<file path="src/rtl/iir_sos_seq_pkg.sv">
// Shared types and constants for the IIR second-order-section sequencer.
//   - seq_state_e : sequencer FSM states
//   - IDX_*       : coefficient index within a section's register file
//   - *_DEF       : default format/size of the cascade
//   - SAMP_W/COEFF_W : total sample/coefficient widths for the default format
package iir_sos_seq_pkg;

    localparam int unsigned N_SEC_DEF    = 4;
    localparam int unsigned SAMP_WH_DEF  = 4;
    localparam int unsigned SAMP_FR_DEF  = 23;
    localparam int unsigned COEFF_WH_DEF = 2;
    localparam int unsigned COEFF_FR_DEF = 14;

    localparam int unsigned SAMP_W  = SAMP_WH_DEF + SAMP_FR_DEF;
    localparam int unsigned COEFF_W = COEFF_WH_DEF + COEFF_FR_DEF;

    localparam logic [1:0] IDX_A1 = 2'd0;
    localparam logic [1:0] IDX_A2 = 2'd1;
    localparam logic [1:0] IDX_B  = 2'd2;
    localparam logic [1:0] IDX_K  = 2'd3;

    typedef enum logic [2:0] {
        StIdle,
        StLoad,
        StPre,
        StCe0,
        StCe1,
        StEnd
    } seq_state_e;

endpackage

</file>
<file path="src/rtl/iir_coef_loader.sv">
// Coefficient loader: walks the coefficient ROM from address 0 to 4*N_SEC-1 (one read per
// cycle) and, one cycle after each read, writes the returned word into the addressed
// section's register file.
// Ports:
//   clk, nrst        clock, asynchronous active-low reset
//   start            pulse: begin a full load (clears done)
//   busy             load in progress (first read through last write)
//   done             all coefficients written; sticky until reset or start
//   last_wr          high in the cycle of the final coefficient write
//   rom_rd/rom_addr  ROM read strobe and address
//   rom_data         ROM read data, valid one cycle after rom_rd
//   sec_we           one-hot write enable, section = addr >> 2
//   c_addr/c_in      coefficient index and data shared by all sections
module iir_coef_loader
    import iir_sos_seq_pkg::*;
#(
    parameter int unsigned N_SEC   = N_SEC_DEF,
    parameter int unsigned COEF_W  = COEFF_W,
    parameter int unsigned ROM_AW  = $clog2(4 * N_SEC)
) (
    input  logic              clk,
    input  logic              nrst,
    input  logic              start,
    output logic              busy,
    output logic              done,
    output logic              last_wr,
    output logic              rom_rd,
    output logic [ROM_AW-1:0] rom_addr,
    input  logic [COEF_W-1:0] rom_data,
    output logic [N_SEC-1:0]  sec_we,
    output logic [1:0]        c_addr,
    output logic [COEF_W-1:0] c_in
);

    localparam int unsigned N_COEF = 4 * N_SEC;
    // One extra bit so the counter can reach N_COEF and stop issuing reads.
    localparam int unsigned CNT_W  = ROM_AW + 1;

    logic              busy_q, busy_d;
    logic              done_q, done_d;
    logic [CNT_W-1:0]  cnt_q, cnt_d;
    logic              wr_q, wr_d;
    logic [ROM_AW-1:0] wr_addr_q, wr_addr_d;

    always_comb begin
        rom_rd  = busy_q && (cnt_q < CNT_W'(N_COEF));
        last_wr = wr_q && (wr_addr_q[1:0] == IDX_K)
                  && ((wr_addr_q >> 2) == ROM_AW'(N_SEC - 1));
    end

    always_comb begin
        busy_d    = busy_q;
        done_d    = done_q;
        cnt_d     = cnt_q;
        wr_d      = 1'b0;
        wr_addr_d = wr_addr_q;
        if (start) begin
            busy_d = 1'b1;
            done_d = 1'b0;
            cnt_d  = '0;
        end else begin
            // Read pipeline: the word for address cnt_q arrives next cycle.
            wr_d = rom_rd;
            if (rom_rd) begin
                wr_addr_d = cnt_q[ROM_AW-1:0];
                cnt_d     = cnt_q + CNT_W'(1);
            end
            if (last_wr) begin
                busy_d = 1'b0;
                done_d = 1'b1;
            end
        end
    end

    always_ff @(posedge clk or negedge nrst) begin
        if (!nrst) begin
            busy_q    <= 1'b0;
            done_q    <= 1'b0;
            cnt_q     <= '0;
            wr_q      <= 1'b0;
            wr_addr_q <= '0;
        end else begin
            busy_q    <= busy_d;
            done_q    <= done_d;
            cnt_q     <= cnt_d;
            wr_q      <= wr_d;
            wr_addr_q <= wr_addr_d;
        end
    end

    always_comb begin
        sec_we = '0;
        for (int s = 0; s < N_SEC; s++) begin
            if (wr_q && ((wr_addr_q >> 2) == ROM_AW'(s))) begin
                sec_we[s] = 1'b1;
            end
        end
    end

    assign rom_addr = rom_rd ? cnt_q[ROM_AW-1:0] : '0;
    assign c_addr   = wr_q ? wr_addr_q[1:0] : 2'd0;
    assign c_in     = wr_q ? rom_data : '0;
    assign busy     = busy_q;
    assign done     = done_q;

endmodule

</file>
<file path="src/rtl/iir_sos_seq.sv">
// Sequencer for a cascade of N_SEC second-order IIR sections.
// Loads all section coefficients from an external ROM on cfg_start, then per accepted
// sample runs the shared PRE -> CE0 -> CE1 -> END window (ce for two cycles, mult_sel in
// CE0 only) and registers the last section's output with a one-cycle out_valid strobe.
// Ports:
//   clk, nrst                      clock, asynchronous active-low reset
//   cfg_start/cfg_busy/cfg_done    coefficient load control and status
//   rom_rd/rom_addr/rom_data       coefficient ROM interface (1-cycle read latency)
//   sec_we/c_addr/c_in             coefficient write port to the sections
//   samp_valid/samp_ready/samp_in  input sample handshake
//   sec_din                        registered sample to section 0
//   ce/mult_sel                    shared section compute window
//   last_dout                      last section output
//   out_valid/dout                 registered output and strobe
//   ovr                            sticky sample-dropped flag
module iir_sos_seq
    import iir_sos_seq_pkg::*;
#(
    parameter int unsigned N_SEC    = N_SEC_DEF,
    parameter int unsigned SAMP_WH  = SAMP_WH_DEF,
    parameter int unsigned SAMP_FR  = SAMP_FR_DEF,
    parameter int unsigned COEFF_WH = COEFF_WH_DEF,
    parameter int unsigned COEFF_FR = COEFF_FR_DEF,
    parameter int unsigned ROM_AW   = $clog2(4 * N_SEC)
) (
    input  logic                         clk,
    input  logic                         nrst,
    input  logic                         cfg_start,
    output logic                         cfg_busy,
    output logic                         cfg_done,
    output logic                         rom_rd,
    output logic [ROM_AW-1:0]            rom_addr,
    input  logic [COEFF_WH+COEFF_FR-1:0] rom_data,
    output logic [N_SEC-1:0]             sec_we,
    output logic [1:0]                   c_addr,
    output logic [COEFF_WH+COEFF_FR-1:0] c_in,
    input  logic                         samp_valid,
    output logic                         samp_ready,
    input  logic [SAMP_WH+SAMP_FR-1:0]   samp_in,
    output logic [SAMP_WH+SAMP_FR-1:0]   sec_din,
    output logic                         ce,
    output logic                         mult_sel,
    input  logic [SAMP_WH+SAMP_FR-1:0]   last_dout,
    output logic                         out_valid,
    output logic [SAMP_WH+SAMP_FR-1:0]   dout,
    output logic                         ovr
);

    localparam int unsigned SW = SAMP_WH + SAMP_FR;
    localparam int unsigned KW = COEFF_WH + COEFF_FR;

    seq_state_e    state_q, state_d;
    logic          pending_q, pending_d;
    logic          ovr_q, ovr_d;
    logic          out_valid_q, out_valid_d;
    logic [SW-1:0] din_q, din_d;
    logic [SW-1:0] dout_q, dout_d;

    logic load_start;
    logic load_last;
    logic accept;

    iir_coef_loader #(
        .N_SEC  (N_SEC),
        .COEF_W (KW),
        .ROM_AW (ROM_AW)
    ) u_loader (
        .clk      (clk),
        .nrst     (nrst),
        .start    (load_start),
        .busy     (cfg_busy),
        .done     (cfg_done),
        .last_wr  (load_last),
        .rom_rd   (rom_rd),
        .rom_addr (rom_addr),
        .rom_data (rom_data),
        .sec_we   (sec_we),
        .c_addr   (c_addr),
        .c_in     (c_in)
    );

    always_comb begin
        state_d     = state_q;
        pending_d   = pending_q;
        ovr_d       = ovr_q;
        out_valid_d = 1'b0;
        load_start  = 1'b0;
        accept      = 1'b0;
        ce          = 1'b0;
        mult_sel    = 1'b0;
        samp_ready  = (state_q == StIdle) && cfg_done && !pending_q;

        unique case (state_q)
            StIdle: begin
                // A (deferred) load takes priority over a sample in the same cycle.
                if (cfg_start || pending_q) begin
                    load_start = 1'b1;
                    pending_d  = 1'b0;
                    state_d    = StLoad;
                end else if (samp_valid && samp_ready) begin
                    accept  = 1'b1;
                    state_d = StPre;
                end
            end
            StLoad: begin
                if (load_last) begin
                    state_d = StIdle;
                end
            end
            StPre: begin
                state_d = StCe0;
            end
            StCe0: begin
                ce       = 1'b1;
                mult_sel = 1'b1;
                state_d  = StCe1;
            end
            StCe1: begin
                ce      = 1'b1;
                state_d = StEnd;
            end
            StEnd: begin
                out_valid_d = 1'b1;
                state_d     = StIdle;
            end
            default: begin
                state_d = StIdle;
            end
        endcase

        // A start during a sample window is remembered and serviced back in idle.
        if (cfg_start && (state_q != StIdle) && (state_q != StLoad)) begin
            pending_d = 1'b1;
        end

        // Start (when acted upon) clears the overrun flag; a same-cycle drop wins.
        if (cfg_start && (state_q != StLoad)) begin
            ovr_d = 1'b0;
        end
        if (samp_valid && !accept) begin
            ovr_d = 1'b1;
        end

        din_d  = accept ? samp_in : din_q;
        dout_d = out_valid_d ? last_dout : dout_q;
    end

    always_ff @(posedge clk or negedge nrst) begin
        if (!nrst) begin
            state_q     <= StIdle;
            pending_q   <= 1'b0;
            ovr_q       <= 1'b0;
            out_valid_q <= 1'b0;
            din_q       <= '0;
            dout_q      <= '0;
        end else begin
            state_q     <= state_d;
            pending_q   <= pending_d;
            ovr_q       <= ovr_d;
            out_valid_q <= out_valid_d;
            din_q       <= din_d;
            dout_q      <= dout_d;
        end
    end

    assign sec_din   = din_q;
    assign dout      = dout_q;
    assign out_valid = out_valid_q;
    assign ovr       = ovr_q;

endmodule

</file>
<file path="config.mk">
export PLATFORM = sky130hd
export DESIGN_NAME = iir_sos_seq
export DESIGN_NICKNAME = d
export VERILOG_FILES = /design/src/rtl/iir_sos_seq_pkg.sv /design/src/rtl/iir_coef_loader.sv /design/src/rtl/iir_sos_seq.sv
export SDC_FILE = /design/constraint.sdc
export NUM_CORES = 1
export LEC_CHECK = 0
export BUFFER_PORTS_ARGS = -buffer_cell sky130_fd_sc_hd__clkbuf_2
export CORE_MARGIN = 2
export CORE_UTILIZATION = 40
export DETAILED_ROUTE_END_ITERATION = 6
export PLACE_DENSITY_LB_ADDON = 0.1
export SLEW_MARGIN = 5
export SYNTH_ARGS = -nofsm -noshare
export SYNTH_HDL_FRONTEND = slang
export SYNTH_SLANG_ARGS = --single-unit
</file>
<file path="constraint.sdc">
create_clock -name clk -period 1.7 [get_ports clk]
set_clock_uncertainty 0.1 [all_clocks]
set_input_delay 0.255 -clock clk [delete_from_list [all_inputs] [get_ports clk]]
set_output_delay 0.255 -clock clk [all_outputs]
set_load 0.05 [all_outputs]
</file>
Word-level counts from Yosys, hierarchy flattened:

Index checks and enable logic that the tools add are counted.

* bits in registers: 72
* input bits: 74
* output and inout bits: 88
* word-level logic and storage cells: 86

* add/sub/neg operators: 1
* $lt $le $gt $ge: 1
* equality and inequality tests: 12
* multiplexer cells: 31
* bitwise logic cells: 1
* reductions and logical operators: 29

Operators by type and width (number)
* 1-bit two-way mux: 22
* 16-bit two-way mux: 1
* 3-bit case mux with 5 select lines: 1
* 1-bit logical AND: 14
* 5-bit two-way mux: 2
* 2-bit nonzero test: 5
* 3-bit two-way mux: 3
* 2-bit equality test (second input constant): 3
* 3-bit by 2-bit equality test with 1-bit output (second input constant): 2
* 3-bit equality test (second input constant): 2
* 3-bit by 1-bit inequality test with 1-bit output (second input constant): 2
* 2-bit AND reduction: 3
* 5-bit by 1-bit adder with 5-bit output (second input constant): 1
* 5-bit less-than comparator (second input constant): 1
* 4-bit logical NOT: 1
* 4-bit two-way mux: 1
* 3-bit by 1-bit equality test with 1-bit output (second input constant): 1
* 3-bit logical NOT: 1
* 3-bit nonzero test: 1
* 2-bit by 1-bit equality test with 1-bit output (second input constant): 1
* 1-bit logical NOT: 2
* 2-bit two-way mux: 1
* 2-bit inequality test (second input constant): 1
* 2-bit OR reduction: 1
* other kinds (2): 2

Depth between registers and ports, before layout:

Gate-level depths: netlist (run 1).

* word-level depth: 10
* mapped depth: 5

Cells and area by module:

Synthesis (run 1) repeated with hierarchy kept, for this count alone.

* cells, all modules: 214
* area total of the unflattened synthesis: 3119.2 um^2

Modules (own cells, without submodules)
* iir_sos_seq: instances 1, cells each 145, area an instance 2393.5 um^2, seq. area each 1501.4 um^2
* iir_coef_loader: instances 1, cells each 69, area an instance 725.7 um^2, seq. area each 300.3 um^2

Worst setup path after synthesis (run 1):

No wires, ideal clock.

* kind: flip-flop to flip-flop
* start point: register state_q[1]
* end point: register ovr_q (netlist: ovr)
* data arrival time: 2231 ps
* path slack: -824 ps
* cell stages (with the launch flop): 5
* buffers on the path: 1
* period minus slack after synthesis: 2524 ps
* cells stage by stage: dfrtp_1 -> buf_6 -> or3_4 -> nor3b_1 -> a2bb2oi_1

* cells in the longest elaborated chain, start to end: 10

Ends and longest elaborated chain
* start, declared: RTL line iir_sos_seq.sv:52 `seq_state_e state_q, state_d;`
* start signal, assigned: RTL line iir_sos_seq.sv:150 `state_q <= StIdle;`
* start signal, assigned: RTL line iir_sos_seq.sv:157 `state_q <= state_d;`
* 3-bit logical NOT *: RTL line iir_sos_seq.sv:91 `samp_ready = (state_q == StIdle) && cfg_done && !pending_q;`
* 1-bit logical AND * (2 in series): RTL line iir_sos_seq.sv:91
* named net samp_ready: RTL line iir_sos_seq.sv:38 `output logic samp_ready,`
* 1-bit logical AND *: RTL line iir_sos_seq.sv:100 `end else if (samp_valid && samp_ready) begin`
* 1-bit two-way mux *: RTL line iir_sos_seq.sv:100
* 1-bit two-way mux *: RTL line iir_sos_seq.sv:96 `if (cfg_start || pending_q) begin`
* 1-bit two-way mux *: RTL line iir_sos_seq.sv:93 `unique case (state_q)`
* 1-bit logical NOT *: RTL line iir_sos_seq.sv:140 `if (samp_valid && !accept) begin`
* 1-bit logical AND *: RTL line iir_sos_seq.sv:140
* 1-bit two-way mux or 2-bit nonzero test (tied branches)
* end signal, assigned: RTL line iir_sos_seq.sv:159 `ovr_q <= ovr_d;`
* end, declared: RTL line iir_sos_seq.sv:54 `logic ovr_q, ovr_d;`

Mark *: on every way through the listed nets, which the timed path passes. The rest lies on a longest branch.
A chain may end at the register's enable or synchronous reset.

Final worst setup path (run 1):

* start point: register state_q[2]
* end point: output samp_ready

* cells in the longest elaborated chain, start to end: 3

Ends and longest elaborated chain (RTL line)
* 3-bit logical NOT: iir_sos_seq.sv:91
* 1-bit logical AND (2 in series): iir_sos_seq.sv:91
* end, declared: iir_sos_seq.sv:38

Every way passes these cells.

==> results.toml, run 1 <==
[outcome]
status = "finished, violations left"
violations = "setup timing"

[critical_path]
r2r_cells = 4
ff2ff_setup_slack_ns = 0.01
r2r_end = "u_loader.wr_addr_q[0]"
crit_family = "simple AND/OR/NAND/NOR gates"
reg2reg_from = "state_q[2]"
crit_buf_inv = 1
startpoint_type = "flop"
crit_cells = 3
cp.arrival_ns = 1.53
critPathCaptureType = "output port"
path_class = "reg -> out"
required_ns = 1.34
slowest_stage = "or3_4"
crit_path_max_incr_delay_ns = 0.41
path_max_fanout = 2
path_cells = "or3_4 > nor3b_4 > buf_8"

[global_route]
grt_pass1_wl_um = 11300
grt_usage_pct = 17.4
antenna_found_initial = 0
grt_max_degree = 29
grt_overflow_total = 0
grt_pass1_vias = 2330

[finish]
final_nets = 472
synthToLayoutAreaGrowth_pct = 44.5
drive_gt1_share_pct = 67.7
fin_cells = 501
fin_util_pct = 60.2
n_antenna_cell = 0
fill_cells = 652

[placed_design]
dp.cells = 477
gp_congestion = 0.748
place_ws_ns = 0.0450
dpl.hpwl_um = 5360
io_buffers = 161

[timing]
setup_viol = 1
rsz0062_at_grt = "yes"
slew_violations = 0
fmax_mhz = 531
hold_violations = 0
setup_tns_ns = -0.185
finalWorstSetupSlack_ns = -0.185
min_period_ns = 1.88
tightest_slew_ns = 0.333
max_slew_margin_pct = 77.8
period_share_pct = 111

[floorplanning]
die_area_um2 = 8310
rows = 31
io_pins = 162
start_util_pct = 41.7
die_h_um = 91.2
core_area_um2 = 7290
die_w_um = 91.2

[detailed_routing]
wl_per_cell_um = 14.3
drt-vias-per-instance = 4.67
first_pass_iters = 3
final_antenna_net_count = 0
initialDrtViolationCount = 34
vias = 2340
drc_errors = 0
wirelength_um = 7170

[synth]
synth_most_common_cell = "dfrtp_1"
yosysWarnings = 0
syn_area_per_cell_um2 = 14.1
syn_area_um2 = 3040
synth_ff_type = "dfrtp_1"
syn_nets = 290
yosysTopAreaCell = "dfrtp_1"
synthCells = 215
ys_types = 41
yosys-top-cells-count = "dfrtp_1 (72), mux2_2 (54), and2_1 (21)"
ys_seq_elements = 72
synth_top_area_share_pct = 59.3
synth_edf_count = 0
ys_seq_area_share_pct = 59.3
synthTopCellsByArea = "dfrtp_1 (59%), mux2_2 (20%), and2_1 (4.3%)"
async_reset_ff_share_pct = 100

[clocking]
numCtsBuffers = 9
clkLatencyLatePin_ns = 0.33
cts.sinks = 72
clk_path_buf_depth = 2
cts_tree = "yes"
cts-root-buf = "clkbuf_8"
clk_pin_slew_worst_paths_ns = 0.07
h-tree-depth = 3

[hold_path]
hold_path_class = "in -> reg"
worstHoldEndpoint = "sec_din[5]"
min_path_cells = 2
hp-start = "samp_in[5]"

[job]
maxCapViolations = 0

[power_and_ir_drop]
power_density_nw_per_um2 = 2020
ir_worst_vdd_uv = 1200
power.leakage_nw = 2.36
## flip-flops by register name, summed over array words and instances, names as in the netlist
name / cells
dout: 27
out_valid: 1
ovr: 1
pending_q: 1
sec_din: 27
state_q: 3
u_loader.busy: 1
u_loader.cnt_q: 5
u_loader.done: 1
u_loader.wr_addr_q: 4
u_loader.wr_q: 1
## where the power goes
part           total, W  leakage [nW]  internal, W  switching (W)
sequential      0.00270         0.900      0.00231       0.000399
combinational   0.00501          1.37      0.00156        0.00345
clock           0.00117        0.0854     0.000528       0.000643
## per-stage QoR
step | power, W | area (um2) | hold WS [ns]
after global routing | 0.00933 | 4390 | 0.0286
after detailed placement | 0.00743 | 4030 | 0.0819
after floorplan | 0.00629 | 3070 | -0.141
after global placement | 0.00736 | 4030 | 0.0825
after CTS | 0.00884 | 4320 | 0.0155
final | 0.00889 | 4390 | 0.0336
## final cells by class
cell class	instances	area (um2)	share of cell area, %
tap	99	124	2.82
timing repair buffer	182	1060	24.2
multi-input combinational	128	1210	27.6
clock inverter	7	47.5	1.08
sequential	72	1800	41.1
clock buffer	9	124	2.82
inverter	4	15.0	0.342
## worst register-to-register path, stage by stage, from the launching register on
cell	delay, ns
dfrtp_1	0.38
or3_4	0.41
buf_4	0.17
o21ai_4	0.21
mux2_4	0.32
## metal layers
metal | GRT usage (%) | routed length (um) | vias to the layer above
li1 | - | - | 1115
met5 | 0 | 0 | -
met4 | 7.20 | 87 | 0
met1 | 20.9 | 2960 | 1103
met3 | 5.39 | 647 | 7
met2 | 28.9 | 3480 | 115
## what timing repair did
item,CTS,global route
endpoints found under the hold margin,21,0
hold buffers,1,0
cloned,0,0
endpoints found under the setup margin,29,26
setup buffers,5,4
pin swaps,1,1
resized for setup,26,28
## worst max-delay path by stage
| stage | from | endpoint | slack (ns) |
|---|---|---|---|
| 3_5_place_dp | state_q[1] | samp_ready | 0.04 |
| 6_report | state_q[2] | samp_ready | -0.18 |
| 5_1_grt | state_q[0] | samp_ready | -0.22 |
| 2_1_floorplan | state_q[1] | ovr | -0.09 |
| 4_1_cts | state_q[2] | samp_ready | -0.22 |
| 3_3_place_gp | state_q[1] | samp_ready | 0.06 |
## cell usage in the layout (no fill, tap or decap), types with 2 or more instances in the layout
master	Yosys	routed
a21o_1	2	2
a41oi_1	2	2
and2_1	21	18
and2_2	0	3
and3_1	2	2
buf_2	3	3
buf_4	3	20
buf_6	3	3
buf_8	0	3
clkbuf_2	0	140
clkbuf_4	0	10
clkbuf_8	0	10
clkinv_2	0	3
clkinvlp_4	0	2
dfrtp_1	72	70
dfrtp_2	0	2
inv_1	4	4
mux2_2	54	51
mux2_4	2	5
nand3b_1	3	3
nor2_1	11	9
nor2_4	0	2
nor3_1	3	3
## cells by family (layout without fill, tap and decap cells)
logic type / Yosys count / after routing / share of synthesized area [%]
flip-flops: 72 / 72 / 59.3
adder cells (fa/ha/maj): 1 / 1 / 0.412
AO/OA/AOI/OAI: 14 / 14 / 3.91
AND/OR/NAND/NOR: 53 / 53 / 11.0
buffers and inverters: 15 / 202 / 3.09
XOR/XNOR: 2 / 2 / 0.577
multiplexers: 58 / 58 / 21.7
(Power assumes the default switching activity.)
==> run 2: changes to the inputs <==
CELL_PAD_IN_SITES_DETAIL_PLACEMENT = 2   (was not set)
CELL_PAD_IN_SITES_GLOBAL_PLACEMENT = 2   (was not set)
CORE_UTILIZATION = 25   (was 40)
==> run 2 against run 1 <==
Critical path type unchanged. Cell count grew 9.0%. Via count up 2.9%. The flow still finishes with violations (setup timing). Routed wire length increased by 11%. Die area rose by 57%. Largest cell class unchanged. Total power increased by 11%. Register-to-register slack got worse by 0.14 ns. Clock power rose by 74%. Fmax shrank 0.57%. Hold slack gained 0.0043 ns.
==> results.toml, run 2 (synthesis gave the netlist of run 1 again) <==
[outcome]
status = "finished, violations left"
violations = "setup timing"

[clocking]
clk_pin_slew_worst_paths_ns = 0.06
clk_path_buf_depth = 2
numCtsBuffers = 9
clkLatencyLatePin_ns = 0.33
h-tree-depth = 3
cts.sinks = 72
cts_tree = "yes"
cts-root-buf = "clkbuf_16"

[floorplanning]
start_util_pct = 25.5
rows = 40
die_w_um = 114
io_pins = 162
core_area_um2 = 11900
die_area_um2 = 13000
die_h_um = 114

[finish]
stdcell_area_um2 = 4610
layout_common_cells = "clkbuf_2 (137), dfrtp_1 (69), mux2_2 (51), and2_1 (18)"
n_antenna_cell = 0
fin_util_pct = 38.7
fill_cells = 1303
final_nets = 470
fin_cells = 546
synthToLayoutAreaGrowth_pct = 51.8
layout_commonest_cell = "clkbuf_2"
drive_gt1_share_pct = 67.7

[power_and_ir_drop]
power_density_nw_per_um2 = 2130
p_sw_share_pct = 46.8
seq_power_share_pct = 27.5
p_clk_share_pct = 20.8
total_power_w = 0.00982
power.leakage_nw = 2.42
p_switching_w = 0.00460
ir_worst_vdd_uv = 851
p_int_w = 0.00522
pwr-share-comb_pct = 51.7

[detailed_routing]
dr_wl_met2_um = 4080
first_pass_iters = 4
highest_layer = "met4"
final_antenna_net_count = 0
initialDrtViolationCount = 77
vias = 2407
wirelength_um = 7990
wl_per_cell_um = 14.6
drc_errors = 0
drt-vias-per-instance = 4.41
wl_met3_um = 722
met1_length_um = 3100

[hold_path]
hold_path_class = "in -> reg"

[global_route]
grt_usage_pct = 12.9
grt_pass1_vias = 2603
grt_pass1_wl_um = 13100
grt_overflow_total = 0
grt_max_degree = 73
antenna_found_initial = 0

[timing]
slew_violations = 0
finalWorstSetupSlack_ns = -0.195
finalHoldWorstSlack_ns = 0.0378
tightest_slew_ns = 0.397
rsz0062_at_grt = "yes"
max_slew_margin_pct = 73.5
period_share_pct = 111
setup_viol = 4
min_period_ns = 1.90
fmax_mhz = 528
hold_violations = 0

[placed_design]
dpl.hpwl_um = 5860
dp.cells = 525
place_area_um2 = 4130
io_buffers = 161
gp_congestion = 0.702

[critical_path]
path_cells = "or3_4 > nor3b_4 > buf_8"
cp.arrival_ns = 1.54
path_max_fanout = 2
crit_path_max_incr_delay_ns = 0.42
startpoint_type = "flop"
required_ns = 1.34
slowest_stage = "or3_4"
path_class = "reg -> out"
critPathCaptureType = "output port"

[job]
maxCapViolations = 0
## run 2: critical path: cells and delay by family, from the launching register on
family | cells | cell delay (ns)
buffers and inverters | 1 | 0.18
AND/OR/NAND/NOR | 2 | 0.67
flip-flops | 1 | 0.37
## run 2: path summary, 6_finish.rpt
kind                            slack (ns)         from  cells after the start                    end
worst max-delay path                 -0.20   state_q[1]                      3             samp_ready
worst min register to register        0.40  sec_din[22]                      1            sec_din[22]
worst max register to register       -0.13   state_q[1]                      5  u_loader.wr_addr_q[1]
min in group asynchronous             0.38         nrst                      3  u_loader.wr_addr_q[3]
max in group asynchronous             0.80         nrst                      3          u_loader.busy
worst min-delay path                  0.04   samp_in[5]                      2             sec_din[5]
## run 2: power groups by stage
stage	sequential (W)	combinational, W	clock [W]
2_1_floorplan	0.00427	0.00202	0
5_1_grt	0.00280	0.00536	0.00221
6_report	0.00270	0.00508	0.00204
3_5_place_dp	0.00271	0.00491	0
3_3_place_gp	0.00269	0.00484	0
4_1_cts	0.00271	0.00506	0.00212
## run 2: area by class of cell
class	count	area [um2]	share of cell area, %
inverters	4	15.0	0.326
flip-flops and latches	72	1810	39.2
repair buffers	180	1080	23.4
multi-input cells	128	1210	26.2
clock inverters	5	81.3	1.76
well taps	147	184	3.99
clock buffers	10	239	5.18
## run 2: metal layers
metal | vias to the layer above | global-route usage, %
li1 | 1103 | -
met1 | 1207 | 14.3
met2 | 91 | 22.0
met3 | 6 | 6.19
met4 | 0 | 4.15
met5 | - | 0
## run 2: per-stage QoR
stage	setup TNS, ns	setup slack, ns
floorplan	-0.739	-0.0856
global placement	0	0.0404
detailed placement	0	0.0271
CTS	-0.280	-0.213
global route	-0.757	-0.237
finish	-0.566	-0.195
## run 2: what timing repair did
item | CTS | global route
pin swaps | 1 | 4
hold buffers | 1 | 0
endpoints found under the hold margin | 72 | 0
gates resized for setup | 26 | 17
setup endpoints to repair | 22 | 29
setup buffers | 1 | 5
